`config.mk`:
```
export PLATFORM = sky130hd
export DESIGN_NAME = interrupt_sequencer
export DESIGN_NICKNAME = d
export VERILOG_FILES = /design/src/rtl/interrupt_sequencer.sv
export SDC_FILE = /design/constraint.sdc
export NUM_CORES = 1
export LEC_CHECK = 0
export ABC_AREA = 0
export BUFFER_PORTS_ARGS = -buffer_cell sky130_fd_sc_hd__buf_2
export CAP_MARGIN = 15
export CORE_MARGIN = 10
export CORE_UTILIZATION = 42
export DETAILED_ROUTE_END_ITERATION = 10
export PLACE_DENSITY = 0.79
export SKIP_CTS_REPAIR_TIMING = 1
export SKIP_LAST_GASP = 1
export SLEW_MARGIN = 20
export SYNTH_ARGS = -nofsm -noshare
export SYNTH_HDL_FRONTEND = slang
export SYNTH_SLANG_ARGS = --single-unit
```
`constraint.sdc`:
```
create_clock -name clk -period 1.4 [get_ports clk]
set_clock_uncertainty 0.15 [all_clocks]
set_input_delay 0.07 -clock clk [delete_from_list [all_inputs] [get_ports clk]]
set_output_delay 0.07 -clock clk [all_outputs]
set_load 0.05 [all_outputs]
```
`src/rtl/interrupt_sequencer.sv`:
```
// Interrupt control unit: waits for a hazard-free pipeline, pushes the return PC and flags,
// fetches the ISR vector from data memory and loads it into the PC.
module interrupt_sequencer #(
    parameter int DATA_W   = 16,
    parameter int PC_W     = 32,
    parameter int ADDR_W   = 20,
    parameter int VEC_ADDR = 2
) (
    input  logic              clk,
    input  logic              rst_n,
    input  logic              int_req,
    input  logic              pipe_hazard,
    input  logic [PC_W-1:0]   pc_next,
    input  logic [2:0]        flags,
    input  logic [DATA_W-1:0] mem_rdata,
    output logic              int_flag,
    output logic              stall_fetch,
    output logic              flush,
    output logic              int_ack,
    output logic              stack_operation,
    output logic              push_pop,
    output logic              write_sp,
    output logic              DMW,
    output logic              DMR,
    output logic [3:0]        alu_function,
    output logic [DATA_W-1:0] push_data,
    output logic              addr_sel,
    output logic [ADDR_W-1:0] mem_addr,
    output logic              pc_load,
    output logic [PC_W-1:0]   pc_value
);

    typedef enum logic [2:0] {
        S_IDLE     = 3'd0,
        S_DRAIN    = 3'd1,
        S_PUSH_HI  = 3'd2,
        S_PUSH_LO  = 3'd3,
        S_PUSH_FLG = 3'd4,
        S_RD_HI    = 3'd5,
        S_RD_LO    = 3'd6,
        S_JUMP     = 3'd7
    } state_t;

    state_t            state_q, state_d;
    logic              int_req_dly_q;
    logic              pending_q, pending_d;
    logic [PC_W-1:0]   pc_q, pc_d;
    logic [2:0]        flg_q, flg_d;
    logic [DATA_W-1:0] vec_hi_q, vec_hi_d;
    logic              edge_s;
    logic              leave_drain_s;

    assign edge_s        = int_req & ~int_req_dly_q;
    assign leave_drain_s = (state_q == S_DRAIN) && !pipe_hazard;

    // State register
    always_ff @(posedge clk) begin
        if (!rst_n) begin
            state_q <= S_IDLE;
        end else begin
            state_q <= state_d;
        end
    end

    // Next-state logic
    always_comb begin
        state_d = state_q;
        case (state_q)
            S_IDLE:     if (pending_q) state_d = S_DRAIN; else state_d = S_IDLE;
            S_DRAIN:    if (!pipe_hazard) state_d = S_PUSH_HI; else state_d = S_DRAIN;
            S_PUSH_HI:  state_d = S_PUSH_LO;
            S_PUSH_LO:  state_d = S_PUSH_FLG;
            S_PUSH_FLG: state_d = S_RD_HI;
            S_RD_HI:    state_d = S_RD_LO;
            S_RD_LO:    state_d = S_JUMP;
            S_JUMP:     state_d = S_IDLE;
            default:    state_d = S_IDLE;
        endcase
    end

    // Datapath next values: a fresh edge wins over the clear on leaving DRAIN
    always_comb begin
        pc_d     = pc_q;
        flg_d    = flg_q;
        vec_hi_d = vec_hi_q;
        if (edge_s) begin
            pending_d = 1'b1;
        end else if (leave_drain_s) begin
            pending_d = 1'b0;
        end else begin
            pending_d = pending_q;
        end
        if (leave_drain_s) begin
            pc_d  = pc_next;
            flg_d = flags;
        end else begin
            pc_d  = pc_q;
            flg_d = flg_q;
        end
        if (state_q == S_RD_LO) begin
            vec_hi_d = mem_rdata;
        end else begin
            vec_hi_d = vec_hi_q;
        end
    end

    // Datapath registers
    always_ff @(posedge clk) begin
        if (!rst_n) begin
            int_req_dly_q <= 1'b0;
            pending_q     <= 1'b0;
            pc_q          <= '0;
            flg_q         <= 3'b000;
            vec_hi_q      <= '0;
        end else begin
            int_req_dly_q <= int_req;
            pending_q     <= pending_d;
            pc_q          <= pc_d;
            flg_q         <= flg_d;
            vec_hi_q      <= vec_hi_d;
        end
    end

    // Output decode, purely from state so IDLE drives all zeros
    always_comb begin
        int_flag        = 1'b0;
        stall_fetch     = 1'b0;
        flush           = 1'b0;
        int_ack         = 1'b0;
        stack_operation = 1'b0;
        push_pop        = 1'b0;
        write_sp        = 1'b0;
        DMW             = 1'b0;
        DMR             = 1'b0;
        alu_function    = 4'b0000;
        push_data       = '0;
        addr_sel        = 1'b0;
        mem_addr        = '0;
        pc_load         = 1'b0;
        pc_value        = '0;
        case (state_q)
            S_IDLE: begin
                stall_fetch = 1'b0;
            end
            S_DRAIN: begin
                stall_fetch = 1'b1;
            end
            S_PUSH_HI, S_PUSH_LO, S_PUSH_FLG: begin
                stall_fetch     = 1'b1;
                int_flag        = 1'b1;
                stack_operation = 1'b1;
                push_pop        = 1'b1;
                write_sp        = 1'b1;
                DMW             = 1'b1;
                alu_function    = 4'b0100;
                if (state_q == S_PUSH_HI) begin
                    flush     = 1'b1;
                    int_ack   = 1'b1;
                    push_data = pc_q[PC_W-1:DATA_W];
                end else if (state_q == S_PUSH_LO) begin
                    push_data = pc_q[DATA_W-1:0];
                end else begin
                    push_data = {{(DATA_W-3){1'b0}}, flg_q};
                end
            end
            S_RD_HI, S_RD_LO: begin
                stall_fetch = 1'b1;
                int_flag    = 1'b1;
                DMR         = 1'b1;
                addr_sel    = 1'b1;
                if (state_q == S_RD_HI) begin
                    mem_addr = ADDR_W'(VEC_ADDR);
                end else begin
                    mem_addr = ADDR_W'(VEC_ADDR + 1);
                end
            end
            S_JUMP: begin
                stall_fetch = 1'b1;
                int_flag    = 1'b1;
                pc_load     = 1'b1;
                pc_value    = PC_W'({vec_hi_q, mem_rdata});
            end
            default: begin
                stall_fetch = 1'b0;
            end
        endcase
    end

endmodule
```
After elaboration in Yosys (flattened, before gate mapping)

Cells that the tools add are included.

Register bits: 56
Input port bits: 55
Logic and storage cells: 42

Eq/ne operators: 7
Muxes and demuxes: 19
Bitwise logic cells: 2
Reductions and logical operators: 8

Operators by type and width:

| kind                                          | count |
|---|---|
| two-way mux 16 bit                            | 3 |
| two-way mux 32 bit                            | 1 |
| one-hot mux 3 bit (8 select lines)            | 1 |
| == test 3 bit, second input constant          | 4 |
| two-way mux 1 bit                             | 10 |
| OR reduction 7 bit                            | 1 |
| == test 3 x 2 -> 1 bit, second input constant | 2 |
| OR reduction 6 bit                            | 1 |
| two-way mux 2 bit                             | 2 |
| == test 3 x 1 -> 1 bit, second input constant | 1 |
| zero test 3 bit                               | 1 |
| two-way mux 3 bit                             | 1 |
| OR reduction 3 bit                            | 1 |
| one-hot mux 1 bit (2 select lines)            | 1 |
| nonzero test 2 bit                            | 1 |
| OR reduction 2 bit                            | 1 |
| bitwise AND 1 bit                             | 1 |
| logical AND 1 bit                             | 1 |
| zero test 1 bit                               | 1 |
| inverter 1 bit                                | 1 |

Longest topological paths before layout

Gate-level depths: netlist (run 1).

Word-level depth: 4
Gate-level depth with buffers: 6
Depth with buffers taken out: 4

Worst setup path before layout (run 1)

Ideal clock, no wire load.

Path kind: flip-flop to output port
Start: reg state_q[2]
End: out int_ack
Data arrival time: 1.879 ns
Required time: 1.180 ns
Path slack: -0.699 ns
Stages on the path, launching flop included: 7
Buffers on the path: 3
Cells stage by stage: dfxtp_1 buf_6 inv_1 nand2_1 clkbuf_1 nor2_1 buf_4

Longest elaborated chain between the ends: 3

RTL lines:

| element                                                 | RTL line | source |
|---|---|---|
| from (decl)                                             | 44       | `state_t state_q, state_d;` |
| from (signal assigned)                                  | 61       | `state_q <= state_d;` |
| == test 3 x 2 -> 1 bit, or another cell as far along    | -        |  |
| OR reduction 3 bit or two-way mux 1 bit (tied branches) | -        |  |
| two-way mux 1 bit (*)                                   | -        |  |
| to (decl)                                               | 19       | `output logic int_ack,` |

Mark *: on every way between the ends. The rest lies on a longest branch, timed or not.

Final worst setup path (run 1)

Start: reg state_q[0]
End: out pc_value[11]

Longest elaborated chain between the ends: 2

RTL lines:

| element            | RTL line | source |
|---|---|---|
| == test 3 bit      | 141      | `case (state_q)` |
| two-way mux 32 bit | 141      |  |
| to (decl)          | 30       | `output logic [PC_W-1:0] pc_value` |

No other way between the ends.

==> results of run 1 <==
[worst min path at each step]
stage               slack [ps]  cells past startpoint        start                       end
CTS                       -190                      3  pc_next[20]     pc_q[20]$_SDFFE_PN0P_
floorplan                   40                      1      int_req  int_req_dly_q$_SDFF_PN0_
global placement           140                      3  pc_next[19]     pc_q[19]$_SDFFE_PN0P_
global route                 5                      3        rst_n     pc_q[28]$_SDFFE_PN0P_
detailed placement         140                      2      int_req  int_req_dly_q$_SDFF_PN0_
finish                       7                      3        rst_n     pc_q[28]$_SDFFE_PN0P_
[layout make-up]
cell class / instances / area share [%]
Inverter: 4 / 0.4620
Timing Repair Buffer: 207 / 40.75
Clock buffer: 6 / 1.340
Multi-Input combinational cell: 265 / 34.47
Sequential cell: 56 / 20.91
Clock inverter: 2 / 0.3003
Tap cell: 77 / 1.779
[kinds of logic after synthesis]
family                    Yosys count
xor gates and xnor gates            1
muxes                              16
buffers and inverters              63
other                               1
DFF                                56
and+or+nand+nor                   167
AOI/OAI and AO/OA                  60
[stage by stage]
stage	util (%)	hold WS [ps]	TNS, ps	setup slack (ps)
finish	84.34	7.118	-21930	-295.4
global route	84.34	5.334	-27460	-341.1
CTS	56.95	-191.4	-31460	-470.3
detailed placement	55.56	140.1	-8519	-130.4
global placement	55.56	135.5	-6673	-125.7
floorplan	-	41.71	-4716	-122.0
[flip-flops by register name, summed over array words and instances (netlist names)]
name and count:
pc_q 32, int_req_dly_q 1, vec_hi_q 16, flg_q 3, pending_q 1, state_q 3
[metal layers]
layer | up-vias | part of all wire, % | GRT usage, %
li1 | 1507 | - | -
met5 | - | 0 | 0
met3 | 28 | 9.2 | 6.073
met4 | 0 | 2.1 | 2.603
met2 | 179 | 52 | 23.21
met1 | 1530 | 37 | 16.03
[critical path, cell delays in order, from the launching register on]
cell     delay, ps
dfxtp_4        440
and3_4         240
buf_12         150
and2_2         190
buf_8          150
[cell usage in the layout, fill, tap and decap left out, types with 4 or more instances in the layout]
cell	n
and2_2	20
dfxtp_1	53
mux2i_2	8
clkbuf_8	5
and2_4	10
buf_12	10
nand3_1	25
nor2_2	4
nor2_4	11
and2_1	4
buf_8	39
dlygate4sd3_1	53
clkbuf_16	8
mux2i_1	5
buf_4	15
buf_2	54
o21ai_0	16
nand3_2	23
conb_1	21
nand2_1	57
o21ai_2	18
o21ai_1	21
buf_6	26
[power by group through the flow]
stage / clock, mW / combinational [mW] / sequential, mW
finish: 0.905 / 1.34 / 1.74
global route: 0.995 / 1.40 / 1.74
CTS: 0.938 / 0.819 / 1.71
detailed placement: 0 / 0.818 / 1.75
global placement: 0 / 0.807 / 1.74
floorplan: 0 / 0.702 / 1.72
==> metrics.yaml, run 1 <==
fillerInstances: 321
path_class: "reg -> out"
syn_area_per_cell_sq_um: 7.744
root_buffer: "clkbuf_8"
synth_area_sq_mm: 0.002819
grt_pass1_wl_um: 12010
synth_area_leader_cell: "dfxtp_1"
grt_max_degree: 57
wl_per_cell_um: 20.27
ys_ff_latch: 56
clock-sinks: 56
maxSlewViolCount: 0
arrival_ps: 1480
setup_viol: 106
pwr-share-clk_pct: 22.7
netlist.area_leader.share_pct: 39.77
synthAdderAreaFrac_pct: 0
final_net_count: 594
start_util_pct: 43.89
drive_gt1_share_pct: 50.93
yosys.area_share.simple_pct: 29.07
p_leak_nw: 2.195
status: "complete, but fails checks"
clk_pin_slew_ps: 110
finalHoldViolations: 0
viasPerCell: 5.258
crit_start: "state_q[0]$_SDFF_PN0_"
drtIter0Drc: 169
synth_ff_type: "dfxtp_1"
rsz0062_at_grt: "yes"
layout_setup_ws_ps: -295.4
ys_types: 27
clockBufferDepth: 2
drt-pass1-iter-count: 5
die_w_um: 101.9
place_inst: 534
wl_um: 12510
synth_top_family_by_area: "simple AND/OR/NAND/NOR gates"
grt_overflow: 0
regArea_sq_mm: 0.001132
antenna_found_initial: 0
r2r-start: "state_q[2]$_SDFF_PN0_"
htree_levels: 2
dieArea_sq_mm: 0.01039
worstHoldPathType: "in -> reg"
violations: "negative setup slack"
crit_required_ps: 1180
intPower_mw: 2.612
diodes: 0
placeableCoreArea_sq_mm: 0.006422
syn_to_final_growth_pct: 92.14
drv_cap: 0
dr_total_vias: 3244
drcViolationCount: 0
grt_usage_pct: 13.79
yosysWarnings: 0
combPwrFrac_pct: 33.6
netlist_top_cells_area: "dfxtp_1 (40%), nand3_1 (9.1%), o21ai_0 (8.2%)"
synth_edf_count: 0
grt_pass1_vias: 2546
startpoint_type: "register"
synthMuxAreaShare_pct: 5.681
p_total_mw: 3.979
final_cell_area_sq_mm: 0.005416
fin_cells: 617
num_rows: 29
clkLatencyLatePin_ps: 300
yosysSeqAreaShare_pct: 39.77
crit_end: "pc_value[11]"
die_y_um: 101.9
p_per_area_mw_per_mm2: 734.7
cp-end-kind: "primary output"
regToRegSetupSlack_ps: -240
cts_tree: "yes"
synth_common_cells: "nand2_1 (59), dfxtp_1 (56), nand3_1 (51)"
swShare_pct: 34.37
yosysMostFrequentCell: "nand2_1"
synth_compound_area_share_pct: 10.92
fin_crit_ps: 1695
routabilityCongestion: 0.7526
synthArstFlopShare_pct: 0
multi_input_area_sq_mm: 0.001867
peakVddDrop_mv: 0.5352
numCtsBuffers: 5
reg2reg_to: "pc_q[30]$_SDFFE_PN0P_"
dp_hpwl_um: 5795
placed_area_sq_mm: 0.003568
fin_crit_sh_pct: 121.1
port_buffers: 116
io_pins: 138
path_max_fanout: 17
ant_nets: 0
max_freq_ghz: 0.5898
netlist_instances: 364
p_switching_mw: 1.368
pwr-share-seq_pct: 43.6
r2r.worst_path.cells: 6
synth-xor-area-share_pct: 0.3107
Note: power is estimated with default switching activity, not from simulation.
==> run 2: changes to the inputs <==
- GPL_ROUTABILITY_DRIVEN: not set -> 0
- PLACE_DENSITY: 0.79 -> 0.77
==> metrics.yaml, run 2 (synthesized netlist as in run 1, its figures left out) <==
status: "complete, but fails checks"
violations: "negative setup slack"
placeableCoreArea_sq_mm: 0.006422
intPower_mw: 2.888
clkLatencyLatePin_ps: 300
dr_total_vias: 3141
maxSlewViolCount: 0
drv_cap: 0
cts_tree: "yes"
syn_to_final_growth_pct: 81.71
dieArea_sq_mm: 0.01039
pwr-share-clk_pct: 29.1
worstHoldPathType: "in -> reg"
clock-sinks: 56
top_regs: "pc_q (32), vec_hi_q (16)"
path_class: "reg -> out"
start_util_pct: 43.89
arrival_ps: 1490
p_per_area_mw_per_mm2: 812.2
p_total_mw: 4.160
die_w_um: 101.9
cp-end-kind: "primary output"
grt_pass1_vias: 2583
clk_pin_slew_ps: 100
wl_um: 11390
hold_slack_ps: 12.75
peakVddDrop_mv: 0.6023
final_net_count: 591
die_y_um: 101.9
finalSetupTns_ps: -19560
setup_viol: 107
top_register: "pc_q"
antenna_found_initial: 0
drt-pass1-iter-count: 4
combPwrFrac_pct: 29.5
fin_crit_sh_pct: 122.1
numCtsBuffers: 5
fin_crit_ps: 1709
viasPerCell: 5.124
final_common_cell: "buf_6"
max_freq_ghz: 0.5852
pwr-share-seq_pct: 41.4
num_rows: 29
grt_max_degree: 65
htree_levels: 2
wl_per_cell_um: 18.57
largest_register_ffs: 32
drive_gt1_share_pct: 49.25
grt_pass1_wl_um: 11770
rsz0062_at_grt: "yes"
root_buffer: "clkbuf_8"
path_max_fanout: 6
swShare_pct: 30.59
diodes: 0
clockBufferDepth: 2
port_buffers: 116
dp_hpwl_um: 5859
io_pins: 138
drtIter0Drc: 135
grt_overflow: 0
p_leak_nw: 2.120
ant_nets: 0
layout_common_cells: "buf_6 (59), nand2_1 (56), dfxtp_1 (53), dlygate4sd3_1 (53), buf_2 (53)"
layout_setup_ws_ps: -308.9
p_switching_mw: 1.273
fillerInstances: 387
crit_required_ps: 1180
finalHoldViolations: 0
drcViolationCount: 0
startpoint_type: "register"
grt_usage_pct: 13.59
## run 2: critical path, cell delays in order (launching register included)
cell and delay [ps]:
dfxtp_4 380, buf_4 150, nand2b_1 210, a21oi_4 210, buf_4 220
## run 2: worst paths after layout
| path | start | endpoint | slack (ps) | depth (start not counted) |
|---|---|---|---|---|
| worst min register to register | pc_q[14]$_SDFFE_PN0P_ | pc_q[14]$_SDFFE_PN0P_ | 310 | 2 |
| worst max register to register | state_q[2]$_SDFF_PN0_ | pc_q[31]$_SDFFE_PN0P_ | -180 | 6 |
| worst min-delay path | rst_n | pc_q[17]$_SDFFE_PN0P_ | 10 | 3 |
| worst max-delay path | state_q[1]$_SDFF_PN0_ | mem_addr[1] | -310 | 4 |
## run 2: cell type report
class	instances	area (sq um)	area share, %
timing repair buffer	204	1978	38.62
multi-input combinational	265	1769	34.54
sequential	56	1132	22.11
tap	77	96.34	1.881
clock buffer	5	68.82	1.343
clock inverter	2	60.06	1.172
inverter	4	17.52	0.3420
## run 2: power by group through the flow
stage	Sequential (mW)	Clock [mW]	Combinational [mW]
floorplan	1.72	0	0.702
global placement	1.74	0	0.805
detailed placement	1.75	0	0.817
CTS	1.71	1.24	0.819
global route	1.73	1.30	1.29
finish	1.72	1.21	1.23
## run 2: metal layers
metal | up-vias | part of all wire [%] | track usage (%)
li1 | 1500 | - | -
met4 | 0 | 1.4 | 2.495
met3 | 16 | 7.9 | 6.815
met2 | 141 | 51 | 23.16
met1 | 1484 | 39 | 15.11
met5 | - | 0 | 0
## run 2: per-stage QoR
| step | instances | instance area (sq um) | utilization (%) | setup WS, ps |
|---|---|---|---|---|
| floorplan | 384 | 3097 | - | -122.0 |
| global placement | 537 | 3566 | 55.52 | -110.6 |
| detailed placement | 537 | 3566 | 55.52 | -136.8 |
| CTS | 544 | 3695 | 57.53 | -489.4 |
| global route | 613 | 5122 | 79.76 | -351.3 |
| finish | 613 | 5122 | 79.76 | -308.9 |
